File: config.mk
export PLATFORM = sky130hd
export DESIGN_NAME = sopc_run_ctrl
export DESIGN_NICKNAME = d
export VERILOG_FILES = /design/src/rtl/sopc_run_ctrl_pkg.sv /design/src/rtl/sopc_run_ctrl_pc_stall_detector.sv /design/src/rtl/sopc_run_ctrl.sv
export SDC_FILE = /design/constraint.sdc
export NUM_CORES = 1
export LEC_CHECK = 0
export BUFFER_PORTS_ARGS = -buffer_cell sky130_fd_sc_hd__buf_2
export CAP_MARGIN = 0
export CORE_MARGIN = 2
export CORE_UTILIZATION = 45
export DETAILED_ROUTE_END_ITERATION = 7
export PLACE_DENSITY = 0.68
export SETUP_SLACK_MARGIN = 0.15
export SYNTH_ARGS = -nofsm -noshare
export SYNTH_HDL_FRONTEND = slang
export SYNTH_SLANG_ARGS = --single-unit
File: constraint.sdc
create_clock -name clk -period 5.1 [get_ports clk]
set_clock_uncertainty 0.05 [all_clocks]
set_input_delay 0.51 -clock clk [delete_from_list [all_inputs] [get_ports clk]]
set_output_delay 0.51 -clock clk [all_outputs]
set_load 0.1 [all_outputs]
File: src/rtl/sopc_run_ctrl_pkg.sv
// Shared state codes and reset polarity for the SOPC run controller.
package sopc_run_ctrl_pkg;

  typedef enum logic [1:0] {
    ST_HOLD    = 2'd0,
    ST_RUN     = 2'd1,
    ST_HALTED  = 2'd2,
    ST_TIMEOUT = 2'd3
  } run_state_e;

  // Reset is active-low throughout the SOPC, for both rst and cpu_rst_o.
  localparam logic RstEnable  = 1'b0;
  localparam logic RstDisable = 1'b1;

  function automatic logic is_terminal(run_state_e s);
    return (s == ST_HALTED) || (s == ST_TIMEOUT);
  endfunction

endpackage

File: src/rtl/sopc_run_ctrl_pc_stall_detector.sv
// Flags a CPU self-loop: the fetch PC held at one value for HALT_REPEAT
// consecutive enabled cycles. clr forgets history so the next sample is fresh.
module pc_stall_detector
  import sopc_run_ctrl_pkg::*;
#(
  parameter int PC_W        = 32,
  parameter int HALT_REPEAT = 4
) (
  input  logic            clk,
  input  logic            rst,
  input  logic            clr,
  input  logic            en,
  input  logic [PC_W-1:0] pc,
  output logic            stall
);

  localparam logic [7:0] RepLast = 8'(HALT_REPEAT);

  logic [PC_W-1:0] pc_prev_q;
  logic            valid_q;
  logic [7:0]      rep_q, rep_d;

  always_comb begin
    rep_d = 8'd1;
    if (valid_q && (pc == pc_prev_q)) begin
      rep_d = (rep_q == 8'hFF) ? rep_q : rep_q + 8'd1;
    end
  end

  assign stall = en && (rep_d == RepLast);

  always_ff @(posedge clk) begin
    if (rst == RstEnable || clr) begin
      pc_prev_q <= '0;
      valid_q   <= 1'b0;
      rep_q     <= 8'd0;
    end else if (en) begin
      pc_prev_q <= pc;
      valid_q   <= 1'b1;
      rep_q     <= rep_d;
    end
  end

endmodule

File: src/rtl/sopc_run_ctrl.sv
// Run controller for the MIPS32 SOPC: holds the CPU in reset, then runs it
// until a PC self-loop (halt), the cycle limit, or a soft restart.
module sopc_run_ctrl
  import sopc_run_ctrl_pkg::*;
#(
  parameter int PC_W        = 32,
  parameter int CNT_W       = 16,
  parameter int RST_HOLD    = 5,
  parameter int MAX_CYCLES  = 25,
  parameter int HALT_REPEAT = 4
) (
  input  logic             clk,
  input  logic             rst,
  input  logic             restart_i,
  input  logic [PC_W-1:0]  pc_i,
  input  logic             wb_we_i,
  output logic             cpu_rst_o,
  output logic             run_o,
  output logic [CNT_W-1:0] cycle_cnt_o,
  output logic [CNT_W-1:0] wb_cnt_o,
  output logic             done_o,
  output logic             halted_o,
  output logic             timeout_o
);

  localparam logic [7:0]       HoldLast = 8'(RST_HOLD - 1);
  localparam logic [CNT_W-1:0] CntMax   = '1;
  localparam logic [CNT_W-1:0] CntOne   = CNT_W'(1);
  localparam logic [CNT_W-1:0] MaxCnt   = CNT_W'(MAX_CYCLES);

  run_state_e       state_q, state_d;
  logic [7:0]       hold_q, hold_d;
  logic [CNT_W-1:0] cyc_q, cyc_d, cyc_inc;
  logic [CNT_W-1:0] wb_q, wb_d;
  logic             cpu_rst_q, run_q, done_q, halted_q, timeout_q;
  logic             stall;

  pc_stall_detector #(
    .PC_W        (PC_W),
    .HALT_REPEAT (HALT_REPEAT)
  ) u_stall (
    .clk   (clk),
    .rst   (rst),
    .clr   (restart_i || (state_q != ST_RUN)),
    .en    (state_q == ST_RUN),
    .pc    (pc_i),
    .stall (stall)
  );

  assign cyc_inc = (cyc_q == CntMax) ? cyc_q : cyc_q + CntOne;

  always_comb begin
    state_d = state_q;
    hold_d  = hold_q;
    cyc_d   = cyc_q;
    wb_d    = wb_q;
    if (restart_i) begin
      state_d = ST_HOLD;
      hold_d  = 8'd0;
      cyc_d   = '0;
      wb_d    = '0;
    end else begin
      case (state_q)
        ST_HOLD: begin
          hold_d = hold_q + 8'd1;
          if (hold_q == HoldLast) state_d = ST_RUN;
        end
        ST_RUN: begin
          cyc_d = cyc_inc;
          if (wb_we_i && (wb_q != CntMax)) wb_d = wb_q + CntOne;
          // Halt is checked first so a simultaneous limit hit reports as a halt.
          if (stall) begin
            state_d = ST_HALTED;
          end else if ((MAX_CYCLES != 0) && (cyc_inc == MaxCnt)) begin
            state_d = ST_TIMEOUT;
          end
        end
        default: ;
      endcase
    end
  end

  always_ff @(posedge clk) begin
    if (rst == RstEnable) begin
      state_q   <= ST_HOLD;
      hold_q    <= 8'd0;
      cyc_q     <= '0;
      wb_q      <= '0;
      cpu_rst_q <= RstEnable;
      run_q     <= 1'b0;
      done_q    <= 1'b0;
      halted_q  <= 1'b0;
      timeout_q <= 1'b0;
    end else begin
      state_q   <= state_d;
      hold_q    <= hold_d;
      cyc_q     <= cyc_d;
      wb_q      <= wb_d;
      cpu_rst_q <= (state_d == ST_HOLD) ? RstEnable : RstDisable;
      run_q     <= (state_d == ST_RUN);
      done_q    <= is_terminal(state_d);
      halted_q  <= (state_d == ST_HALTED);
      timeout_q <= (state_d == ST_TIMEOUT);
    end
  end

  assign cpu_rst_o   = cpu_rst_q;
  assign run_o       = run_q;
  assign cycle_cnt_o = cyc_q;
  assign wb_cnt_o    = wb_q;
  assign done_o      = done_q;
  assign halted_o    = halted_q;
  assign timeout_o   = timeout_q;

endmodule

Word-level counts from Yosys, hierarchy flattened --
Index checks and enable logic that the tools add are counted.
Storage, ports and cells: register bits after elaboration 88, input bits 36, output and inout bits 37, word-level logic and storage cells 48
Operators by class: add/subtract/negate cells 4, eq/ne operators 12, muxes and demuxes 9, bitwise gates (word level) 1, reduce and logical (&&, ||, !) cells 10
Operators with widths (count):
- $add 16x1->16 const B | 2
- $eq 32x32->1 | 1
- $add 8x1->8 const B | 2
- $eq 16x16->1 const B | 1
- $eq 16x5->1 const B | 1
- $eq 8x3->1 const B | 2
- $mux 16 | 1
- $mux 8 | 2
- $ne 16x16->1 const B | 1
- $eq 8x8->1 const B | 1
- $mux 2 | 4
- $eq 2x1->1 const B | 2
- $eq 2x2->1 const B | 2
- $logic_not 2->1 | 2
- $pmux 2 s2 | 1
- $logic_and 1x1->1 | 3
- $logic_or 1x1->1 | 3
- $ne 2x1->1 const B | 1
- $reduce_and 2->1 | 1
- $reduce_or 2->1 | 1
- $mux 1 | 1
- $not 1->1 | 1

Logic depth before layout (Yosys ltp) --
Gate-level depths: netlist of the first run.
depth in word-level cells 10, gate-level depth with buffers 9, depth with buffers taken out 7

Modules after synthesis --
Synthesis of the first run repeated with hierarchy kept, for this count alone.
Unflattened totals: cells, all modules 502, area, all modules 4376.7 µm²
Modules (own cells, without submodules):
- sopc_run_ctrl | times used 1, cells an instance 280, area an instance 2339.7 µm², seq. area each 940.9 µm²
- pc_stall_detector | times used 1, cells an instance 222, area an instance 2037.0 µm², seq. area each 820.8 µm²

Least setup slack after synthesis of the first run --
Ideal clock, no wire load.
path kind register to register, start reg cyc_q[1], in the netlist cycle_cnt_o[1], end reg halted_q, in the netlist halted_o, arrival 3.112 ns, data required time 4.971 ns, slack 1.858 ns, stages on the path, launching flop included 9, path through dfxtp_1 > ha_1 > nand3_1 > buf_2 > nor4_1 > mux2i_1 > nand3_1 > or4_4 > a211oi_2
On the way: cells in the longest elaborated chain, start to end 8
Ends and longest elaborated chain:
- start: declaration | RTL line sopc_run_ctrl.sv:33 | logic [CNT_W-1:0] cyc_q, cyc_d, cyc_inc;
- start signal: assignment | RTL line sopc_run_ctrl.sv:97 | cyc_q <= cyc_d;
- $add 16x1->16 / $eq 16x16->1 (equally long branches) | RTL line sopc_run_ctrl.sv:50 | assign cyc_inc = (cyc_q == CntMax) ? cyc_q : cyc_q + CntOne;
- $mux 16 (*) | RTL line sopc_run_ctrl.sv:50
- $eq 16x5->1 (*) | RTL line sopc_run_ctrl.sv:74 | end else if ((MAX_CYCLES != 0) && (cyc_inc == MaxCnt)) begin
- $mux 2 (*) | RTL line sopc_run_ctrl.sv:74
- $mux 2 (*) | RTL line sopc_run_ctrl.sv:72 | if (stall) begin
- $pmux 2 s2 (*) | RTL line sopc_run_ctrl.sv:63 | case (state_q)
- $mux 2 (*) | RTL line sopc_run_ctrl.sv:57 | if (restart_i) begin
- $eq 2x2->1 (*) | RTL line sopc_run_ctrl.sv:102 | halted_q <= (state_d == ST_HALTED);
- end signal: assignment | RTL line sopc_run_ctrl.sv:102
- end: declaration | RTL line sopc_run_ctrl.sv:35 | logic cpu_rst_q, run_q, done_q, halted_q, timeout_q;
Every way passes the cells marked *; elsewhere a longest branch is shown, timed or not. A chain may end at the register's enable or synchronous reset.

Final worst setup path of the first run --
start reg cyc_q[0], in the netlist cycle_cnt_o[0], end reg halted_q, in the netlist halted_o
The elaborated chain is that of the path after synthesis.

==> results.yml, run 1 <==
power_and_ir_drop:
  power_frac_clock: 0.400
  pwr-share-seq: 0.558
  leakage_nw: 1.991
  p_comb_frac: 0.041
  power_density_nw_per_um2: 257.3
  ir_worst_vdd_mv: 0.1431
  p_sw_w: 0.0002938
  p_sw_frac: 0.2384
  report.power.total_w: 0.001232
  p_int_w: 0.0009385
worst_setup_path:
  crit_fanout: 12
  worst_ep_arrival_time_ns: 3.19
  crit_type: "register to register"
  required_ns: 5.33
  critPathLaunchType: "register"
  crit_path_end_kind: "register"
outcome:
  status: "finished clean"
placed_design:
  numPortBuffers: 72
  postPlaceCellArea_um2: 4589
  hpwlAfterDp_um: 6579
  gp_congestion: 0.9197
drt:
  routed-via-count: 3566
  wl_per_cell_um: 14.57
  drc: 0
  first_pass_iters: 4
  routed_wl_um: 9427
  drtIter0Drc: 174
  final_antenna_net_count: 0
  avgViaCountPerCell: 5.512
cts:
  cts_tree: "built"
  cts_hold_buf: 0
  cts_max_path_buffers: 2
  cts_sinks: 88
  clkTransAtPathRegs_ns: 0.10
  root_buffer: "clkbuf_8"
  cts_inserted_buffers: 9
  cts_setup_buffers: 0
  h-tree-depth: 3
  clk_latency_ns: 0.37
  cts_resized: 0
logic_synthesis:
  syn_inst: 474
  synthTopCellsByArea: "dfxtp_1 (42%), xor2_1 (8.9%), and3_1 (5.8%), nor2_1 (5.0%), xnor2_1 (3.9%)"
  synthArstFlopShare: 0
  synth_nets: 515
  synth_edf_count: 0
  ys_seq_elements: 88
  yosys.area.top_type: "dfxtp_1"
  ys_warn_count: 0
  yosysTopAreaCellShare: 0.4156
  synth.avg_cell_area_um2: 8.943
  ys.flop_type: "dfxtp_1"
  seq_area_frac_synth: 0.4156
  syn_area_um2: 4239
  ys_types: 56
timing:
  worst_hold_slack_ns: 0.3300
  finalHoldViolCount: 0
  tightest_slew_ns: 1.210
  maxSlewViolCount: 0
  final-setup-viol-count: 0
  rsz0062_at_grt: "false"
  max_freq_mhz: 337.8
  slew_headroom: 0.1895
  fin_tns_setup_ns: 0
  period_minus_slack_ns: 2.960
  fin_crit_sh: 0.5805
layout:
  final_cell_mix: "dfxtp_1 (88), buf_2 (72), nor2_1 (56)"
  nNetsFinal: 572
  final_common_cell: "dfxtp_1"
  final_cell_area_um2: 4790
  drive_gt1_frac: 0.1959
  antenna_cells_inserted: 0
  area_delta_synth_final_pct: 12.99
run:
  maxCapViolCount: 0
global_route:
  grt-ovfl-total: 0
  grt_pass1_wl_um: 15660
  grt_max_degree: 43
  grt_pass1_vias: 3335
  antenna_found_initial: 0
  grtUsageTotal: 0.1907
min_path:
  hp-class: "input port to register"
die:
  design.die.area_um2: 10210
  ios: 73
  start_util: 0.4610
  die_w_um: 101.1
  coreArea_um2: 9196
  chipHeight_um: 101.1
  fp-row-count: 35
[routing by layer]
metal | global-route usage | vias to the layer above | share of wire | routed length, um
li1 | - | 1807 | - | -
met1 | 0.2485 | 1657 | 0.48 | 4530
met2 | 0.3001 | 81 | 0.45 | 4196
met3 | 0.04161 | 21 | 0.044 | 413
met4 | 0.08940 | 0 | 0.030 | 286
met5 | 0 | - | 0 | 0
[per-stage QoR]
step | utilization | cells | setup slack [ns]
2_1_floorplan | - | 474 | 1.858
3_3_place_gp | 0.4990 | 631 | 2.385
3_5_place_dp | 0.4990 | 631 | 2.168
4_1_cts | 0.5208 | 647 | 2.133
5_1_grt | 0.5208 | 647 | 1.945
6_report | 0.5208 | 647 | 2.140
[state kept, by name, indices dropped and copies added (netlist names)]
name,flops
u_stall.pc_prev_q,32
cycle_cnt_o,16
wb_cnt_o,16
hold_q,8
u_stall.rep_q,8
state_q,2
cpu_rst_o,1
done_o,1
halted_o,1
run_o,1
timeout_o,1
u_stall.valid_q,1
[kinds of logic (layout without fill, tap and decap cells)]
group,count (synthesis),after routing,share of synthesized area
compound gates,61,61,0.1009
xor+xnor,62,62,0.1281
fa+ha+maj,5,5,0.01476
buf+inv,35,97,0.04604
flops,88,88,0.4156
mux,8,8,0.01889
simple gates,215,215,0.2757
[worst paths after layout]
path / start / end / slack, ns / cells after the start
worst max register to register: cycle_cnt_o[0] / halted_o / 2.14 / 7
worst min-delay path: pc_i[11] / u_stall.pc_prev_q[11] / 0.33 / 2
worst min register to register: hold_q[1] / hold_q[1] / 0.45 / 2
worst max-delay path: cycle_cnt_o[0] / halted_o / 2.14 / 7
[cell usage after synthesis, drive strengths merged, types with 2 or more instances]
library cell,instances
and4,5
clkbuf,20
a21boi,2
nand2,26
a2111oi,2
o211ai,2
nor4bb,2
and3,39
or2,2
nor3b,2
nand4,14
xor2,43
nand3,20
o21ai,6
buf,8
ha,5
a31oi,4
a211oi,6
xnor2,19
nand2b,4
nor3,14
or4,2
nor2,56
a311oi,3
nor4,17
o221a,2
nand4b,2
inv,7
mux2i,8
o31ai,2
o21a,2
nor4b,4
dfxtp,88
nor2b,2
a21oi,22
[worst max-delay path: stages, from the launching register on]
cell	delay [ns]
dfxtp_1	0.49
ha_1	0.29
nand3_1	0.37
nor4_1	0.48
mux2i_1	0.34
nand3_1	0.11
or4_4	0.51
a211oi_2	0.23
[power groups by stage]
stage	clock network [W]	registers, W	logic [W]
after global routing	0.000532	0.000688	0.0000569
after detailed placement	0	0.000704	0.0000507
after global placement	0	0.000704	0.0000503
after floorplan	0	0.000704	0.0000263
final	0.000493	0.000688	0.0000510
after CTS	0.000509	0.000688	0.0000512
[area by class of cell]
| type | count | area [um^2] |
|---|---|---|
| Tap cell | 111 | 138.9 |
| Sequential cell | 88 | 1762 |
| Clock inverter | 7 | 76.32 |
| Inverter | 7 | 26.28 |
| Multi-Input combinational cell | 351 | 2287 |
| Timing Repair Buffer | 74 | 375.4 |
| Clock buffer | 9 | 123.9 |
| Fill cell | 852 | 4407 |
No activity file was read; power rests on OpenSTA's default activity.
==> inputs of run 2 (changes only) <==
==> constraint.sdc (replaced) <==
create_clock -name clk -period 2.8 [get_ports clk]
set_clock_uncertainty 0.05 [all_clocks]
set_input_delay 0.28 -clock clk [delete_from_list [all_inputs] [get_ports clk]]
set_output_delay 0.28 -clock clk [all_outputs]
set_load 0.1 [all_outputs]
==> results.yml, run 2 (same netlist as run 1, synthesis figures left out) <==
outcome:
  status: "finished clean"
cts:
  clk_latency_ns: 0.35
  clkTransAtPathRegs_ns: 0.09
  cts_inserted_buffers: 9
  h-tree-depth: 3
  root_buffer: "clkbuf_8"
  cts_max_path_buffers: 2
  cts_sinks: 88
  cts_setup_buffers: 0
  cts_tree: "built"
layout:
  final_common_cell: "buf_2"
  largest_reg_flops: 32
  final_cell_mix: "buf_2 (72), dfxtp_1 (68), nor2_1 (56)"
  antenna_cells_inserted: 0
  drive_gt1_frac: 0.2421
  registers.top_by_ff_count: "u_stall.pc_prev_q"
  area_delta_synth_final_pct: 15.61
  nFillCells: 866
  nNetsFinal: 577
power_and_ir_drop:
  report.power.total_w: 0.002296
  p_sw_w: 0.0005053
  ir_worst_vdd_mv: 0.2003
  p_comb_frac: 0.041
  p_int_w: 0.001791
  leakage_nw: 2.052
  pwr-share-seq: 0.544
  power_density_nw_per_um2: 468.5
  power_frac_clock: 0.415
  p_sw_frac: 0.2201
min_path:
  hp-class: "input port to register"
timing:
  fin_crit_sh: 0.8997
  final-setup-viol-count: 0
  tightest_slew_ns: 0.8237
  period_minus_slack_ns: 2.519
  rsz0062_at_grt: "true"
  max_freq_mhz: 396.9
  maxSlewViolCount: 0
  fin_tns_setup_ns: 0
  slew_headroom: 0.4366
  worst_hold_slack_ns: 0.1189
  finalHoldViolCount: 0
drt:
  final_antenna_net_count: 0
  drc: 0
  routed-via-count: 3657
  first_pass_iters: 4
  wl_per_cell_um: 14.85
  avgViaCountPerCell: 5.609
  drtIter0Drc: 187
  routed_wl_um: 9680
die:
  fp-row-count: 35
  die_w_um: 101.1
  chipHeight_um: 101.1
  coreArea_um2: 9196
  design.die.area_um2: 10210
  ios: 73
  start_util: 0.4610
worst_setup_path:
  required_ns: 3.01
  crit_fanout: 9
  worst_ep_arrival_time_ns: 2.73
  crit_path_end_kind: "register"
  crit_type: "register to register"
  rrSetupSlack_ns: 0.28
  critPathLaunchType: "register"
global_route:
  gr-usage-met2: 0.3077
  met1_usage: 0.2822
  antenna_found_initial: 0
  grtUsageTotal: 0.1996
  grt_pass1_vias: 3469
  grt-ovfl-total: 0
  use_met3: 0.02705
  top_usage_layer: "met2"
  grt_pass1_wl_um: 16480
  grt_max_degree: 39
placed_design:
  numPortBuffers: 72
  hpwlAfterDp_um: 6976
  gp_congestion: 0.8929
run:
  maxCapViolCount: 0
## run 2: cell types whose count changed in the layout (fill, tap and decap cells not counted), moves of 2 or more
cell,delta
nor3_2,+2
dfxtp_4,+4
inv_6,-3
dfxtp_2,+16
dfxtp_1,-20
buf_4,+5
nor3_1,-2
clkinvlp_4,-2
clkbuf_1,+2
## run 2: worst max-delay path, cell delays in order, from the launching register on
cell and delay, ns:
dfxtp_4 0.40, ha_1 0.26, nand3_2 0.22, nor3_1 0.28, mux2i_1 0.34, nand2b_1 0.10
or4_4 0.56, a211oi_2 0.23
## run 2: power by group through the flow
stage / clock, W / combinational, W / sequential [W]
floorplan: 0 / 0.0000480 / 0.00128
global placement: 0 / 0.0000928 / 0.00128
detailed placement: 0 / 0.0000940 / 0.00128
CTS: 0.000972 / 0.0000945 / 0.00125
global route: 0.00102 / 0.000106 / 0.00125
finish: 0.000952 / 0.0000945 / 0.00125
## run 2: layer usage
metal	vias up	wire length [um]
met5	-	0
met4	0	193
met3	15	372
met2	79	4452
met1	1750	4662
li1	1813	-
## run 2: area by class of cell
| cell class | instances | area (um^2) | share of cell area |
|---|---|---|---|
| clock buffers | 11 | 131.4 | 0.02681 |
| repair buffers | 79 | 412.9 | 0.08425 |
| clock inverters | 5 | 80.08 | 0.01634 |
| well taps | 111 | 138.9 | 0.02834 |
| inverters | 7 | 26.28 | 0.005361 |
| flip-flops and latches | 88 | 1797 | 0.3666 |
| multi-input cells | 351 | 2315 | 0.4723 |
## run 2: stage by stage
| step | cells | util | cell area (um^2) | worst slack [ns] |
|---|---|---|---|---|
| after floorplan | 474 | - | 4274 | 0.1428 |
| after global placement | 636 | 0.5067 | 4659 | 0.3158 |
| after detailed placement | 636 | 0.5067 | 4659 | 0.2038 |
| after CTS | 652 | 0.5297 | 4871 | 0.1699 |
| after global routing | 652 | 0.5329 | 4901 | 0.1312 |
| final | 652 | 0.5329 | 4901 | 0.2808 |
## run 2: path summary, 6_finish.rpt
| check | depth (start not counted) | from | to |
|---|---|---|---|
| hold / removal | 2 | pc_i[25] | u_stall.pc_prev_q[25] |
| setup reg to reg | 7 | cycle_cnt_o[0] | halted_o |
| setup / recovery | 7 | cycle_cnt_o[0] | halted_o |
| hold reg to reg | 2 | hold_q[1] | hold_q[1] |
## run 2: timing repair
item,4_1_cts,5_1_grt
hold buffers,0,0
endpoints found under the setup margin,0,5
gates resized for setup,0,5
